## config.mk

```make
export PLATFORM = sky130hd
export DESIGN_NAME = exp_bias_adder_pipe_flat
export DESIGN_NICKNAME = d
export VERILOG_FILES = /design/src/rtl/exp_bias_adder_pipe_pkg.sv /design/src/rtl/exp_bias_adder_pipe_if.sv /design/src/rtl/exp_bias_adder_pipe_classify.sv /design/src/rtl/exp_bias_adder_pipe.sv /design/src/flat_wrapper.sv
export SDC_FILE = /design/constraint.sdc
export NUM_CORES = 1
export LEC_CHECK = 0
export CORE_ASPECT_RATIO = 0.7
export CORE_MARGIN = 2
export CORE_UTILIZATION = 41
export CTS_CLUSTER_DIAMETER = 30
export DETAILED_ROUTE_END_ITERATION = 7
export PLACE_DENSITY = 0.66
export SYNTH_ARGS = -nofsm -noshare
export SYNTH_HDL_FRONTEND = slang
export SYNTH_SLANG_ARGS = --single-unit
```

## constraint.sdc

```tcl
create_clock -name clk -period 3.25 [get_ports clk]
set_input_delay 0.65 -clock clk [delete_from_list [all_inputs] [get_ports clk]]
set_output_delay 0.65 -clock clk [all_outputs]
set_load 0.03 [all_outputs]
```

## src/rtl/exp_bias_adder_pipe_pkg.sv

```systemverilog
// Shared FP exponent definitions: format widths/biases, all-ones helper, result flag struct.
package fp_exp_pkg;

  localparam int unsigned EXP_W_SP = 8;
  localparam int unsigned BIAS_SP  = 127;
  localparam int unsigned EXP_W_DP = 11;
  localparam int unsigned BIAS_DP  = 1023;

  function automatic logic [31:0] exp_all_ones(input int unsigned width);
    return (32'd1 << width) - 32'd1;
  endfunction

  typedef struct packed {
    logic nan;
    logic special;
    logic zero;
    logic ovf;
    logic udf;
  } exp_flags_t;

endpackage

```

## src/rtl/exp_bias_adder_pipe_if.sv

```systemverilog
// Operand/result stream bundle for exp_bias_adder_pipe; slave is the adder, master the driver.
interface exp_bias_adder_pipe_if #(
  parameter int unsigned EXP_W = 8
);
  logic             in_valid;
  logic             in_ready;
  logic [EXP_W-1:0] exp_a;
  logic [EXP_W-1:0] exp_b;
  logic             norm_inc;
  logic             out_valid;
  logic             out_ready;
  logic [EXP_W-1:0] exp_out;
  logic             ovf;
  logic             udf;
  logic             zero;
  logic             special;
  logic             nan;

  modport master (
    output in_valid, exp_a, exp_b, norm_inc, out_ready,
    input  in_ready, out_valid, exp_out, ovf, udf, zero, special, nan
  );

  modport slave (
    input  in_valid, exp_a, exp_b, norm_inc, out_ready,
    output in_ready, out_valid, exp_out, ovf, udf, zero, special, nan
  );
endinterface

```

## src/rtl/exp_bias_adder_pipe_classify.sv

```systemverilog
// exp_classify: combinational bias removal, class precedence and saturation of the exponent sum.
module exp_classify
  import fp_exp_pkg::*;
#(
  parameter int unsigned EXP_W = EXP_W_SP,
  parameter int unsigned BIAS  = BIAS_SP
) (
  input  logic [EXP_W:0]   raw_i,
  input  logic             za_i,
  input  logic             zb_i,
  input  logic             sa_i,
  input  logic             sb_i,
  output logic [EXP_W-1:0] exp_o,
  output exp_flags_t       flags_o
);

  localparam logic [EXP_W-1:0]        ALL1   = EXP_W'(exp_all_ones(EXP_W));
  localparam logic signed [EXP_W+1:0] BIAS_S = (EXP_W+2)'(BIAS);
  // The all-ones code is reserved for inf/NaN, so reaching it already overflows.
  localparam logic signed [EXP_W+1:0] OVF_TH = (EXP_W+2)'(exp_all_ones(EXP_W));

  logic signed [EXP_W+1:0] t;

  always_comb begin
    t       = $signed({1'b0, raw_i}) - BIAS_S;
    flags_o = '0;
    exp_o   = '0;
    if ((za_i && sb_i) || (zb_i && sa_i)) begin
      flags_o.nan     = 1'b1;
      flags_o.special = 1'b1;
      exp_o           = ALL1;
    end else if (sa_i || sb_i) begin
      flags_o.special = 1'b1;
      exp_o           = ALL1;
    end else if (za_i || zb_i) begin
      flags_o.zero = 1'b1;
    end else if (t >= OVF_TH) begin
      flags_o.ovf = 1'b1;
      exp_o       = ALL1;
    end else if (t[EXP_W+1] || (t == '0)) begin
      flags_o.udf = 1'b1;
    end else begin
      exp_o = t[EXP_W-1:0];
    end
  end

endmodule

```

## src/rtl/exp_bias_adder_pipe.sv

```systemverilog
// Two-stage pipelined biased exponent adder with valid/ready backpressure.
// Optional EXP_ADDER_STATS_EN adds saturating overflow/underflow handshake counters.
module exp_bias_adder_pipe
  import fp_exp_pkg::*;
#(
  parameter int unsigned EXP_W = EXP_W_SP,
  parameter int unsigned BIAS  = BIAS_SP
) (
  input  logic clk,
  input  logic rst_n,
  exp_bias_adder_pipe_if.slave bus
`ifdef EXP_ADDER_STATS_EN
  ,
  input  logic        stats_clr,
  output logic [15:0] ovf_cnt,
  output logic [15:0] udf_cnt
`endif
);

  localparam logic [EXP_W-1:0] ALL1 = EXP_W'(exp_all_ones(EXP_W));

  logic             s1_valid_q, s1_valid_d;
  logic [EXP_W:0]   raw_q, raw_d;
  logic [3:0]       cls_q, cls_d;   // {za, zb, sa, sb}
  logic             s2_valid_q, s2_valid_d;
  logic [EXP_W-1:0] exp_q, exp_d;
  exp_flags_t       flags_q, flags_d;

  logic             s2_ready;
  logic             in_ready;
  logic             s1_load;
  logic             s2_load;
  logic [EXP_W-1:0] cls_exp;
  exp_flags_t       cls_flags;

  exp_classify #(
    .EXP_W (EXP_W),
    .BIAS  (BIAS)
  ) u_classify (
    .raw_i   (raw_q),
    .za_i    (cls_q[3]),
    .zb_i    (cls_q[2]),
    .sa_i    (cls_q[1]),
    .sb_i    (cls_q[0]),
    .exp_o   (cls_exp),
    .flags_o (cls_flags)
  );

  always_comb begin
    s2_ready   = !s2_valid_q || bus.out_ready;
    in_ready   = !s1_valid_q || s2_ready;
    s1_load    = bus.in_valid && in_ready;
    s2_load    = s2_ready && s1_valid_q;
    s1_valid_d = in_ready ? bus.in_valid : s1_valid_q;
    s2_valid_d = s2_ready ? s1_valid_q : s2_valid_q;
    raw_d      = raw_q;
    cls_d      = cls_q;
    exp_d      = exp_q;
    flags_d    = flags_q;
    if (s1_load) begin
      raw_d = {1'b0, bus.exp_a} + {1'b0, bus.exp_b} + (EXP_W+1)'(bus.norm_inc);
      cls_d = {bus.exp_a == '0, bus.exp_b == '0, bus.exp_a == ALL1, bus.exp_b == ALL1};
    end
    if (s2_load) begin
      exp_d   = cls_exp;
      flags_d = cls_flags;
    end
  end

  always_ff @(posedge clk or negedge rst_n) begin
    if (!rst_n) begin
      s1_valid_q <= 1'b0;
      raw_q      <= '0;
      cls_q      <= '0;
      s2_valid_q <= 1'b0;
      exp_q      <= '0;
      flags_q    <= '0;
    end else begin
      s1_valid_q <= s1_valid_d;
      raw_q      <= raw_d;
      cls_q      <= cls_d;
      s2_valid_q <= s2_valid_d;
      exp_q      <= exp_d;
      flags_q    <= flags_d;
    end
  end

  assign bus.in_ready  = in_ready;
  assign bus.out_valid = s2_valid_q;
  assign bus.exp_out   = exp_q;
  assign bus.nan       = flags_q.nan;
  assign bus.special   = flags_q.special;
  assign bus.zero      = flags_q.zero;
  assign bus.ovf       = flags_q.ovf;
  assign bus.udf       = flags_q.udf;

`ifdef EXP_ADDER_STATS_EN
  logic [15:0] ovf_cnt_q, ovf_cnt_d;
  logic [15:0] udf_cnt_q, udf_cnt_d;
  logic        out_fire;

  always_comb begin
    out_fire  = s2_valid_q && bus.out_ready;
    ovf_cnt_d = ovf_cnt_q;
    udf_cnt_d = udf_cnt_q;
    if (stats_clr) begin
      ovf_cnt_d = '0;
      udf_cnt_d = '0;
    end else begin
      if (out_fire && flags_q.ovf && (ovf_cnt_q != '1)) ovf_cnt_d = ovf_cnt_q + 16'd1;
      if (out_fire && flags_q.udf && (udf_cnt_q != '1)) udf_cnt_d = udf_cnt_q + 16'd1;
    end
  end

  always_ff @(posedge clk or negedge rst_n) begin
    if (!rst_n) begin
      ovf_cnt_q <= '0;
      udf_cnt_q <= '0;
    end else begin
      ovf_cnt_q <= ovf_cnt_d;
      udf_cnt_q <= udf_cnt_d;
    end
  end

  assign ovf_cnt = ovf_cnt_q;
  assign udf_cnt = udf_cnt_q;
`endif

endmodule
```

## src/flat_wrapper.sv

```systemverilog
// flat-port wrapper written by rule: the top's interface ports become plain ports
module exp_bias_adder_pipe_flat import fp_exp_pkg::*;
#(
  parameter int unsigned EXP_W = EXP_W_SP,
  parameter int unsigned BIAS  = BIAS_SP
)
  (clk, rst_n, bus_in_valid, bus_exp_a, bus_exp_b, bus_norm_inc, bus_out_ready, bus_in_ready, bus_out_valid, bus_exp_out, bus_ovf, bus_udf, bus_zero, bus_special, bus_nan);
  exp_bias_adder_pipe_if #(.EXP_W(EXP_W)) bus_i ();
  input  logic clk;
  input  logic rst_n;
  input wire logic [$bits(bus_i.in_valid)-1:0] bus_in_valid;
  input wire logic [$bits(bus_i.exp_a)-1:0] bus_exp_a;
  input wire logic [$bits(bus_i.exp_b)-1:0] bus_exp_b;
  input wire logic [$bits(bus_i.norm_inc)-1:0] bus_norm_inc;
  input wire logic [$bits(bus_i.out_ready)-1:0] bus_out_ready;
  output wire logic [$bits(bus_i.in_ready)-1:0] bus_in_ready;
  output wire logic [$bits(bus_i.out_valid)-1:0] bus_out_valid;
  output wire logic [$bits(bus_i.exp_out)-1:0] bus_exp_out;
  output wire logic [$bits(bus_i.ovf)-1:0] bus_ovf;
  output wire logic [$bits(bus_i.udf)-1:0] bus_udf;
  output wire logic [$bits(bus_i.zero)-1:0] bus_zero;
  output wire logic [$bits(bus_i.special)-1:0] bus_special;
  output wire logic [$bits(bus_i.nan)-1:0] bus_nan;
  assign bus_i.in_valid = bus_in_valid;
  assign bus_i.exp_a = bus_exp_a;
  assign bus_i.exp_b = bus_exp_b;
  assign bus_i.norm_inc = bus_norm_inc;
  assign bus_i.out_ready = bus_out_ready;
  assign bus_in_ready = bus_i.in_ready;
  assign bus_out_valid = bus_i.out_valid;
  assign bus_exp_out = bus_i.exp_out;
  assign bus_ovf = bus_i.ovf;
  assign bus_udf = bus_i.udf;
  assign bus_zero = bus_i.zero;
  assign bus_special = bus_i.special;
  assign bus_nan = bus_i.nan;
  exp_bias_adder_pipe #(.EXP_W(EXP_W), .BIAS(BIAS)) u_core (.clk(clk), .rst_n(rst_n), .bus(bus_i));
endmodule
```

==> results.md, run 1 <==
* Status: completed
* Port bufs at 35
* Routed wire length at 3.87 mm
* Worst vdd ir at 0.373 mV
* Global placer's final weighted congestion at 0.850
* Clock buffer depth at 2
* Dpl ws at 358 ps
* Max-cap check violation count at 0
* Ports at 36
* Synth cell types at 47
* Mean Syn Cell Area at 9.36 um2
* Num CTS Buffers at 3
* Worst Setup Path Type: in -> out
* Setup TNS at 0 ps
* Nets@finish at 255
* Setup Viol. Count Final at 0
* Sw Share at 38.0%
* Setup Skew at 8.44 ps
* Post-Syn Area at 1760 um2
* Setup crit end kind: primary output
* Synth warnings at 0
* Sequential power share at 40.9%
* Die X at 82.3 um
* Hpwl dp at 3.16 mm
* Area Overhead vs Synth at 25.2%
* Post-synth EDFFs at 0
* Worst Path Arrival at 1990 ps
* Internal power at 0.757 mW
* Max Clk Rate at 379 MHz
* DR pass1 iterations at 4
* Starting DRC count in detailed routing at 84
* CP required at 2600 ps
* P_leak at 0.940 nW
* Worst-Margin Slew at 588 ps
* Routed len/inst at 14.2 um
* Syn nets at 221
* Slew Viols, Final at 0
* Top_reg_cell synth: dfrtp_1
* Combinational fraction of design power at 41.5%
* Endpoints failing hold at 0
* Min-delay worst type: reg -> reg
* Cell area after layout at 2200 um2
* Setup ws final at 613 ps
* Final period util at 81.1%
* Ant diodes at 0
* Global Route Usage Sum at 17.9%
* Initial core utilization at 43.8%
* Total power at 1.22 mW
* Gate Count Post-Synth at 188
* Post-route DRC at 0
* Worst setup SP type: primary input
* Clock latency on the worst-skew pair at 270 ps
* Rows at 19
* Post-CTS resize count at 0
* Psw at 0.464 mW
* Total gr overflow at 0
* Post-CTS setup buffers at 0
* Htree depth at 1
* Crit path time final at 2640 ps
* Fraction of registers with async set/reset at 100%
* Synth Register Bits at 28
* Final ANT Viol Nets at 0
* Non-filler cells, final at 273
* Max FO, Critical Path at 4
* TritonCTS Sinks at 28
* Die Area at 4840 um2
* PwrDens at 554 nW/um2
* Layout cells sized above 1 at 7.24%
* Vias at 1,483
* Rel. slew slack at 60.5%
* DP Area at 2150 um2
* Fill count at 367
* Final Core Density at 54.8%
* Clock power share at 17.6%
* CTS Root Cell: clkbuf_8
* CTS tree: done
* Clock slew at reported path FFs at 90 ps
* Unrepaired setup endpoints after global routing: false
* Placed insts at 269
* DIE HEIGHT at 58.8 um
* Number of global-route vias before repair at 1,391
* Largest net degree at the start of global routing at 29
* Via density at 5.43
* CTS Hold Bufs at 0
* Core ar. at 4020 um2
* Post-synthesis sequential area ratio at 39.8%
* Hold Slack at 486 ps
* Initial antenna violation count at 0
* First-pass GRT wire length at 6.67 mm
==> path summary, 6_finish.rpt <==
kind,from,end,slack (ps),cells past startpoint
worst max-delay path,bus_out_ready,bus_in_ready,610,3
worst min-delay path,u_core.bus.special,u_core.bus.special,490,1
worst max register to register,u_core.raw_q[0],u_core.bus.exp_out[2],770,7
worst min register to register,u_core.bus.special,u_core.bus.special,490,1
max in group asynchronous,rst_n,u_core.bus.ovf,2230,2
min in group asynchronous,rst_n,u_core.raw_q[2],740,2
==> power by group through the flow <==
| stage | clock network (mW) | registers [mW] | logic (mW) |
|---|---|---|---|
| 4_1_cts | 0.223 | 0.501 | 0.512 |
| 3_5_place_dp | 0 | 0.508 | 0.511 |
| 3_3_place_gp | 0 | 0.504 | 0.504 |
| 6_report | 0.214 | 0.500 | 0.507 |
| 2_1_floorplan | 0 | 0.586 | 0.238 |
| 5_1_grt | 0.241 | 0.513 | 0.557 |
==> state kept, by name, indices dropped and copies added, names as in the netlist <==
register,cells
u_core.bus.exp_out,8
u_core.bus.zero,1
u_core.raw_q,9
u_core.bus.ovf,1
u_core.bus.nan,1
u_core.s1_valid_q,1
u_core.bus.special,1
u_core.cls_q,4
u_core.bus.udf,1
u_core.bus.out_valid,1
==> critical path: stages <==
cell             delay [ps]
clkdlybuf4s50_1         460
nand3b_1                170
clkdlybuf4s50_1         700
==> logic make-up (layout without fill, tap and decap cells) <==
group / Yosys count / in the layout / synth area share, %
buffers and inverters: 17 / 50 / 4.33
XOR/XNOR: 10 / 10 / 4.98
adder cells (fa/ha/maj): 12 / 12 / 9.38
flip-flops: 28 / 28 / 39.8
AND/OR/NAND/NOR: 71 / 71 / 20.2
AO/OA/AOI/OAI: 48 / 48 / 20.1
multiplexers: 2 / 2 / 1.21
==> cells in the final DEF, fill, tap and decap left out, types with 2 or more instances in the layout <==
| master | Yosys | final |
|---|---|---|
| or2_2 | 2 | 2 |
| nor2_1 | 12 | 12 |
| nand3_1 | 4 | 4 |
| and3_1 | 2 | 2 |
| nor4_1 | 5 | 5 |
| dfrtp_1 | 28 | 28 |
| nand4_1 | 4 | 4 |
| clkdlybuf4s50_1 | 0 | 35 |
| xor2_1 | 3 | 3 |
| o311ai_0 | 6 | 6 |
| a21o_1 | 2 | 2 |
| a21oi_1 | 6 | 6 |
| o21ai_0 | 11 | 11 |
| nor3_1 | 4 | 4 |
| buf_4 | 3 | 2 |
| nand2b_1 | 3 | 3 |
| o21a_1 | 3 | 3 |
| inv_1 | 9 | 9 |
| fa_1 | 2 | 2 |
| clkbuf_8 | 0 | 4 |
| xnor2_1 | 7 | 7 |
| nand2_1 | 27 | 27 |
| o31ai_1 | 7 | 7 |
| a31oi_1 | 2 | 2 |
| ha_1 | 10 | 10 |
==> Yosys cell counts (2+ instances only) <==
library cell  number  area, um2
or2_2              2       12.5
inv_1              9       33.8
ha_1              10        125
o31ai_1            7       52.6
nand2b_1           3       18.8
xor2_1             3       26.3
nor4_1             5       31.3
a31oi_1            2       12.5
nand3_1            4       20.0
dfrtp_1           28        701
nor2_1            12       45.0
o311ai_0           6       52.6
o21ai_0           11       55.1
o21a_1             3       22.5
a21oi_1            6       30.0
and3_1             2       12.5
nand4_1            4       25.0
buf_4              3       22.5
a21o_1             2       15.0
fa_1               2       40.0
nand2_1           27        101
clkbuf_1           3       11.3
nor3_1             4       20.0
xnor2_1            7       61.3
==> layer usage <==
| metal | share of wire (%) | track usage (%) | routed length, um | vias up |
|---|---|---|---|---|
| met3 | 4.8 | 4.29 | 185 | 0 |
| met5 | 0 | 0 | 0 | - |
| met1 | 50 | 26.9 | 1930 | 700 |
| li1 | - | - | - | 746 |
| met2 | 45 | 27.5 | 1750 | 37 |
| met4 | 0 | 1.43 | 0 | 0 |
==> cell type report <==
| cell class | count | area [um2] | area share, % |
|---|---|---|---|
| sequential | 28 | 701 | 31.8 |
| inverter | 9 | 33.8 | 1.53 |
| tap | 52 | 65.1 | 2.95 |
| multi-input combinational | 143 | 983 | 44.6 |
| clock buffer | 4 | 55.1 | 2.50 |
| timing repair buffer | 37 | 365 | 16.6 |
Power figures use the tool's default switching activity.
==> inputs of run 2 (changes only) <==
==> constraint.sdc (replaced) <==
create_clock -name clk -period 2.7 [get_ports clk]
set_input_delay 0.54 -clock clk [delete_from_list [all_inputs] [get_ports clk]]
set_output_delay 0.54 -clock clk [all_outputs]
set_load 0.03 [all_outputs]
==> run 2 against run 1 <==
  * Die area is the same
  * Critical path type is now in -> reg
  * Combinational power is 24% higher
  * Critical endpoint is now u_core.raw_q[6]
  * Register-to-register slack got worse by 540 ps
==> results.md, run 2 (synthesis gave the netlist of run 1 again) <==
* Final Core Density at 55.2% (+0.40 points)
* Num CTS Buffers at 3 (unchanged)
* Post-route DRC at 0 (unchanged)
* Routed len/inst at 14.4 um (+2.0%)
* Worst setup SP type: primary input
* Rel. slew slack at 57.5% (-3.0 points)
* Setup ws final at 203 ps (-410 ps)
* Unrepaired setup endpoints after global routing: false
* DR pass1 iterations at 4 (unchanged)
* Cell area after layout at 2220 um2 (+0.74%)
* Port bufs at 35 (unchanged)
* Global Route Usage Sum at 18.5% (+0.52 points)
* Routed wire length at 3.99 mm (+3.1%)
* Worst vdd ir at 0.407 mV (+9.1%)
* Ports at 36 (unchanged)
* Worst-Margin Slew at 633 ps (+45.0 ps)
* P_leak at 0.952 nW (+1.3%)
* Setup TNS at 0 ps (unchanged)
* Via density at 5.46 (+0.51%)
* Status: completed
* DP Area at 2180 um2 (+1.4%)
* Number of global-route vias before repair at 1,497 (+7.6%)
* Dpl ws at -87.0 ps (-445 ps)
* Die X at 82.3 um (unchanged)
* Die Area at 4840 um2 (unchanged)
* First-pass GRT wire length at 6.85 mm (+2.8%)
* Placed insts at 273 (+1.5%)
* Largest net degree at the start of global routing at 29 (unchanged)
* Core ar. at 4020 um2 (unchanged)
* Ant diodes at 0 (unchanged)
* Min-delay worst type: reg -> reg
* Max FO, Critical Path at 3 (-1)
* Multi-input gate area at 983 um2 (unchanged)
* Final period util at 92.5%
* Worst Path Arrival at 2640 ps (+650 ps)
* CP required at 2850 ps (+250 ps)
* Htree depth at 1 (unchanged)
* Area occupied by registers at 701 um2 (unchanged)
* Total gr overflow at 0 (unchanged)
* Post-CTS resize count at 0 (unchanged)
* Setup Skew at 4.57 ps (-3.87 ps)
* Starting DRC count in detailed routing at 61 (-27%)
* Most common cell after layout, fill and taps aside: clkdlybuf4s50_1
* Total power at 1.46 mW (+19%)
* Area Overhead vs Synth at 26.1%
* CTS Root Cell: clkbuf_8
* Clock slew at reported path FFs at 90 ps (about the same)
* Slew Viols, Final at 0 (unchanged)
* Nets@finish at 259 (+1.6%)
* TritonCTS Sinks at 28 (unchanged)
* Hold Slack at 486 ps (+0.0290 ps)
* Setup Viol. Count Final at 0 (unchanged)
* Rows at 19 (unchanged)
* Clock latency on the worst-skew pair at 270 ps (about the same)
* Fill count at 373 (+1.6%)
* DIE HEIGHT at 58.8 um (unchanged)
* Layout cells sized above 1 at 8.48% (+1.2 points)
* Largest register FFs at 9 (unchanged)
* Most frequent cells in the layout: 35 x clkdlybuf4s50_1, 28 x dfrtp_1, 27 x nand2_1
* Final ANT Viol Nets at 0 (unchanged)
* Biggest register: u_core.raw_q
* Non-filler cells, final at 276 (+1.1%)
* Initial antenna violation count at 0 (unchanged)
* Hpwl dp at 3.20 mm (+1.5%)
* CTS Hold Bufs at 0 (unchanged)
* Setup crit end kind: register
* Post-CTS setup buffers at 0 (unchanged)
* Worst Setup Path Type: in -> reg
* Endpoints failing hold at 0 (unchanged)
* Vias at 1,507 (+1.6%)
* Max Clk Rate at 400 MHz
* Initial core utilization at 43.8% (unchanged)
* Max-cap check violation count at 0 (unchanged)
* Global placer's final weighted congestion at 0.826 (-2.9%)
* Clock buffer depth at 2 (unchanged)
* PwrDens at 657 nW/um2 (+19%)
* Crit path time final at 2500 ps
* CTS tree: done
run 2: cell types whose count changed in the layout (fill, tap and decap cells not counted), sizes merged:
| cell | change |
|---|---|
| buf | +4 |
| clkbuf | -1 |
run 2: worst paths after layout:
kind / start / end / slack (ps) / cells past startpoint
max in group asynchronous: rst_n / u_core.raw_q[5] / 1800 / 2
max reg2reg: u_core.raw_q[1] / u_core.bus.exp_out[0] / 230 / 7
min reg2reg: u_core.bus.special / u_core.bus.special / 490 / 1
min in group asynchronous: rst_n / u_core.raw_q[3] / 630 / 2
min: u_core.bus.special / u_core.bus.special / 490 / 1
max: bus_exp_b[0] / u_core.raw_q[6] / 200 / 11
run 2: layout make-up:
| class | instances | area share [%] |
|---|---|---|
| Inverter | 9 | 1.52 |
| Tap cell | 52 | 2.93 |
| Clock buffer | 3 | 1.86 |
| Multi-Input combinational cell | 143 | 44.3 |
| Timing Repair Buffer | 41 | 17.8 |
| Sequential cell | 28 | 31.6 |
run 2: power by group:
group | internal, mW | leakage, nW | switching (mW)
logic | 0.280 | 0.578 | 0.352
clock network | 0.100 | 0.0216 | 0.129
registers | 0.510 | 0.352 | 0.0871
run 2: critical path, cell delays in order:
cell and delay (ps):
clkdlybuf4s50_1 440, inv_1 110, fa_1 220, inv_1 60
fa_1 390, a21o_1 170, a21oi_1 170, o21bai_1 80
a21oi_1 240, xnor2_1 140, o21ai_0 80
run 2: routing by layer:
metal,global-route usage (%),wire [um]
met2,28.1,1730
met3,4.60,180
met4,3.33,24
met5,0,0
met1,27.0,2050
